File: src/rtl/fifo_burst_reader.sv
// fifo_burst_reader: pops a fixed-length burst from a first-word-fall-through
// FIFO and replays it on a valid/ready stream, tagging the final word and
// pulsing done once the last word has been accepted downstream.
module fifo_burst_reader #(
    parameter int unsigned DATA_WIDTH = 32,
    parameter int unsigned LEN_WIDTH  = 8
) (
    input  logic                  clk,
    input  logic                  rst,
    input  logic                  start,
    input  logic [LEN_WIDTH-1:0]  burst_len,
    output logic                  busy,
    output logic                  done,
    input  logic                  fifo_empty,
    input  logic [DATA_WIDTH-1:0] fifo_data,
    output logic                  fifo_rd,
    output logic                  out_valid,
    input  logic                  out_ready,
    output logic [DATA_WIDTH-1:0] out_data,
    output logic                  out_last,
    output logic [LEN_WIDTH-1:0]  words_left
);

    typedef enum logic [1:0] {
        IDLE  = 2'd0,
        READ  = 2'd1,
        FLUSH = 2'd2,
        DONE  = 2'd3
    } state_t;

    state_t state;

    logic out_accept;
    logic last_pop;

    // Downstream handshake completes this cycle
    assign out_accept = out_valid && out_ready;

    // Pop the head only when it can land in an empty or draining output slot;
    // gated by rst so nothing is consumed while reset is held.
    assign fifo_rd = rst && (state == READ) && !fifo_empty
                     && (words_left != '0) && (!out_valid || out_ready);

    // This pop is the final word of the burst
    assign last_pop = fifo_rd && (words_left == LEN_WIDTH'(1));

    // Burst FSM together with the output word register and word counter
    always_ff @(posedge clk) begin
        if (!rst) begin
            state      <= IDLE;
            busy       <= 1'b0;
            done       <= 1'b0;
            out_valid  <= 1'b0;
            out_data   <= '0;
            out_last   <= 1'b0;
            words_left <= '0;
        end else begin
            done <= 1'b0;

            if (fifo_rd) begin
                out_data   <= fifo_data;
                out_valid  <= 1'b1;
                out_last   <= last_pop;
                words_left <= words_left - LEN_WIDTH'(1);
            end else if (out_accept) begin
                out_valid <= 1'b0;
                out_last  <= 1'b0;
            end

            case (state)
                IDLE: begin
                    if (start) begin
                        if (burst_len != '0) begin
                            state      <= READ;
                            busy       <= 1'b1;
                            words_left <= burst_len;
                        end else begin
                            state <= DONE;
                            done  <= 1'b1;
                        end
                    end
                end
                READ: begin
                    if (last_pop) begin
                        state <= FLUSH;
                    end
                end
                FLUSH: begin
                    if (out_accept && out_last) begin
                        state <= DONE;
                        busy  <= 1'b0;
                        done  <= 1'b1;
                    end
                end
                DONE: begin
                    state <= IDLE;
                end
                default: begin
                    state <= IDLE;
                    busy  <= 1'b0;
                end
            endcase
        end
    end

endmodule

File: config.mk
export PLATFORM = sky130hd
export DESIGN_NAME = fifo_burst_reader
export DESIGN_NICKNAME = d
export VERILOG_FILES = /design/src/rtl/fifo_burst_reader.sv
export SDC_FILE = /design/constraint.sdc
export NUM_CORES = 1
export LEC_CHECK = 0
export ABC_AREA = 1
export BUFFER_PORTS_ARGS = -buffer_cell sky130_fd_sc_hd__buf_2
export CAP_MARGIN = 40
export CORE_UTILIZATION = 45
export DETAILED_ROUTE_END_ITERATION = 12
export PLACE_DENSITY = 0.73
export RECOVER_POWER = 25
export REMOVE_ABC_BUFFERS = 1
export SETUP_SLACK_MARGIN = 0.02
export SYNTH_ARGS = -nofsm -noshare
export SYNTH_HDL_FRONTEND = slang
export SYNTH_SLANG_ARGS = --single-unit
File: constraint.sdc
create_clock -name clk -period 1.8 [get_ports clk]
set_input_delay 0.09 -clock clk [delete_from_list [all_inputs] [get_ports clk]]
set_output_delay 0.09 -clock clk [all_outputs]
set_load 0.02 [all_outputs]
== Yosys cells after proc, flatten, opt, wreduce, memory -nomap -nowiden ==
Cells that the tools add are included.

* Add/sub/neg operators: 1
* Reductions and logical operators: 17
* Eq/ne operators: 8
* Multiplexer cells: 20

{| class="wikitable"
|+ Operator list
! cell !! number
|-
| 8-bit two-way mux || 4
|-
| 8-bit nonzero test || 2
|-
| 1-bit two-way mux || 9
|-
| 8-bit by 1-bit equality test with 1-bit output (second input constant) || 1
|-
| 2-bit two-way mux || 4
|-
| 2-bit inequality test (second input constant) || 4
|-
| 2-bit case mux with 4 select lines || 1
|-
| 8-bit by 1-bit subtractor with 8-bit output (second input constant) || 1
|-
| 1-bit logical AND || 7
|-
| 2-bit equality test (second input constant) || 2
|-
| 1-bit case mux with 2 select lines || 2
|-
| 4-bit AND reduction || 1
|-
| 2-bit nonzero test || 2
|-
| 3-bit AND reduction || 1
|-
| 2-bit by 1-bit equality test with 1-bit output (second input constant) || 1
|-
| 1-bit zero test || 2
|-
| 2-bit zero test || 1
|-
| 1-bit logical OR || 1
|}

* Flip-flop bits (word level): 46
* Input bits: 45

== Depth between registers and ports, before layout ==
* Depth in word-level cells: 9
* Gate-level depth with buffers: 12
* Mapped depth without buffers: 11

== Least setup slack after synthesis ==
Ideal clock, no wire load.

* Path kind: reg2reg
* From: register words_left[0]
* To: register out_data[1]
* Path slack: 0.168 ns
* Setup time: 0.070 ns
* Period minus slack after synthesis: 1.632 ns
* Required time: 1.730 ns
* Buffers on the path: 2
* Cell stages (with the launch flop): 10
* Arrival: 1.561 ns
* Path through: dfxtp_1 -> inv_1 -> ha_1 -> nand2_4 -> nor2_1 -> nor3_2 -> buf_4 -> buf_6 -> nand2_1 -> a21oi_1

* Word-level cells in the longest chain between the ends: 3

{| class="wikitable"
|+ Ends and longest elaborated chain
! element !! RTL line !! RTL
|-
| start: declaration || 21 || <nowiki>output logic [LEN_WIDTH-1:0] words_left</nowiki>
|-
| start signal: assignment || 64 || <nowiki>words_left <= words_left - LEN_WIDTH'(1);</nowiki>
|-
| start signal: assignment || 76 || <nowiki>words_left <= burst_len;</nowiki>
|-
| 8-bit nonzero test || 42 || <nowiki>&& (words_left != '0) && (!out_valid || out_ready);</nowiki>
|-
| 1-bit logical AND (2 in a row) || 42 ||
|-
| end signal: assignment || 61 || <nowiki>out_data <= fifo_data;</nowiki>
|-
| end: declaration || 19 || <nowiki>output logic [DATA_WIDTH-1:0] out_data,</nowiki>
|}

No other way between the ends.
A chain may end at the register's enable or synchronous reset.

== Final worst setup path ==
* From: register words_left[1]
* To: output fifo_rd

* Word-level cells in the longest chain between the ends: 3

{| class="wikitable"
|+ Ends and longest elaborated chain
! element !! RTL line !! RTL
|-
| 8-bit nonzero test || 42 ||
|-
| 1-bit logical AND (2 in a row) || 42 ||
|-
| end: declaration || 16 || <nowiki>output logic fifo_rd,</nowiki>
|}

No other way between the ends.

==> impl_metrics.json <==
{
  "status": "completed",
  "yosysUniqueCellTypes": 25,
  "rrSetupSlack_ps": 190,
  "maxCapViolCount": 0,
  "finalMaxSlewViolations": 0,
  "drt_iter0_markers": 93,
  "hpwlAfterDp_um": 3700,
  "startpoint": "words_left[1]",
  "avgSynthCellArea_um2": 6.92,
  "timing.final.crit_share_pct": 93.4,
  "ys_seq_area_share_pct": 44.2,
  "timing.hold.ws_ps": 22.8,
  "share_comb_of_total_power_pct": 38.5,
  "syn_inst": 301,
  "ys_ff_latch": 46,
  "final_cell_mix": "nand2_1, buf_2, a21oi_1, dfxtp_1, clkbuf_1",
  "grt_pass1_wl_um": 8510,
  "path_clk_slew_ps": 80,
  "r2r_cells": 9,
  "syn_area_um2": 2080,
  "clk_path_buf_depth": 2,
  "r2r_end": "out_data[8]",
  "power.share.clock_pct": 21.7,
  "fmax_ghz": 0.595,
  "synth_top_area_cell": "dfxtp_1",
  "clock-sinks": 46,
  "drtPass1Iterations": 4,
  "die_area_um2": 4910,
  "synth_top_area_share_pct": 44.2,
  "ys.warnings.count": 0,
  "slew_headroom_pct": 65.8,
  "ant_nets": 0,
  "antenna_found_initial": 0,
  "dp_cells": 438,
  "finalHoldViolCount": 0,
  "min_from": "fifo_data[29]",
  "finalCriticalPeriod_ps": 1680,
  "yosys-top-cells-area": "dfxtp_1, nand2_1, a21oi_1",
  "start_util_pct": 47.2,
  "cp-end-kind": "output port",
  "switching_share_pct": 38.7,
  "first_global_vias": 1964,
  "post_drt_wl_per_cell_um": 11.2,
  "htree_levels": 2,
  "start_kind": "register",
  "grt_max_degree": 33,
  "p_switching_mw": 1.19,
  "cts_tree": "built",
  "power.leakage_nw": 1.20,
  "power_mw": 3.08,
  "overflow": 0,
  "io-pin-count": 90,
  "final_common_cell": "nand2_1",
  "area_growth_syn_to_layout_pct": 29.6,
  "path_class": "register to output port",
  "gp_congestion": 0.860,
  "hold_class": "input port to register",
  "die_width_um": 70.0,
  "wl_um": 5020,
  "cp-endpoint": "fifo_rd",
  "worst_ir_drop_vdd_mv": 0.604,
  "rsz0062_at_grt": "false",
  "drive_above_1_share_pct": 25.3,
  "grt_usage_pct": 21.4,
  "vias": 2153,
  "cts_root_buffer": "clkbuf_8",
  "p_per_area_nw_per_um2": 1140,
  "worstMarginPinSlew_ps": 510,
  "portBuffers": 89,
  "seq_power_share_pct": 39.8,
  "layout.nets": 444,
  "crit_required_ps": 1710,
  "instances_no_fill": 447,
  "p_int_mw": 1.89,
  "routed_via_density": 4.82,
  "crit_arrival_ps": 1590,
  "drc_errors": 0,
  "critPathMaxFanout": 4,
  "die_h_um": 70.0,
  "num_rows": 24,
  "antenna_cells": 0,
  "numCtsBuffers": 5,
  "core_um2": 4410,
  "tns_ps": 0,
  "insertion_delay_ps": 300,
  "setup_viol": 0,
  "timing.rr.start": "state[0]",
  "clock_skew_ps": 2.91
}
critical path, cell delays in order (launching register included):
cell	delay, ps
dfxtp_1	330
inv_1	110
ha_2	240
nand2_4	70
nor2_1	190
nor3_4	70
buf_6	130
buf_4	150
power groups by stage:
stage               sequential [mW]  combinational [mW]  clock (mW)
finish                         1.23                1.19       0.667
CTS                            1.22                1.20       0.685
global placement               1.24                1.17           0
floorplan                      1.34               0.718           0
global route                   1.24                1.36       0.710
detailed placement             1.24                1.18           0
cells in the mapped netlist:
cell      count
o21ai_1       1
dfxtp_1      46
clkbuf_1      3
nor3_2        1
buf_6         2
nor2_4        1
clkinv_1      2
nor3_1        1
nor2_1       20
nand2_2       1
nand3_1      11
a21oi_1      47
inv_2         4
nand2_4       1
ha_1          5
buf_1         1
nand4_1       5
inv_1        15
xor2_1        2
nand2_1     122
buf_4         1
nand3_2       1
mux2i_1       1
o21ai_0       2
buf_2         5
layout make-up:
class	count	area (µm²)
fill	441	1710
multi-input combinational	222	1030
sequential	46	923
timing repair buffer	98	508
clock buffer	6	82.6
inverter	21	78.8
tap	52	65.1
clock inverter	2	12.5
state kept, by name, indices dropped and copies added (netlist names):
| register | flops |
|---|---|
| busy | 1 |
| state | 2 |
| out_last | 1 |
| words_left | 8 |
| out_valid | 1 |
| out_data | 32 |
| done | 1 |
worst min path at each step:
stage | endpoint | slack (ps) | cells past startpoint
final | out_data[29] | 20 | 3
after global routing | out_data[26] | 10 | 3
after CTS | out_data[4] | 10 | 3
after detailed placement | out_data[4] | 340 | 3
after global placement | out_data[21] | 340 | 3
after floorplan | state[1] | 210 | 2
repair_timing:
action | in CTS | in global routing
hold buffers | 0 | 0
buffers inserted | 2 | 0
gates resized for setup | 3 | 7
pin swaps | 1 | 2
setup endpoints to repair | 1 | 6
layer usage:
layer	up-vias	routed length [µm]	GRT usage, %
met3	8	368	7.50
li1	1140	-	-
met5	-	0	0
met4	0	78	7.33
met2	72	2280	34.8
met1	933	2290	26.4
cell families (layout without fill, tap and decap cells):
group           after synthesis  count (layout)  share of synthesized area, %
flops                        46              46                          44.2
buf+inv                      33             127                          7.15
xor+xnor                      2               2                         0.841
mux                           1               1                         0.480
compound gates               50              50                          12.0
simple gates                164             164                          32.3
fa+ha+maj                     5               5                          3.00
metrics by stage:
stage               worst slack (ps)  util (%)  area [µm²]
global placement                 200      59.2        2620
CTS                             68.9      61.9        2730
finish                           119      61.2        2700
detailed placement               133      59.2        2620
global route                    25.4      61.2        2700
floorplan                       -911         -        2010
Note: power is estimated with default switching activity, not from simulation.
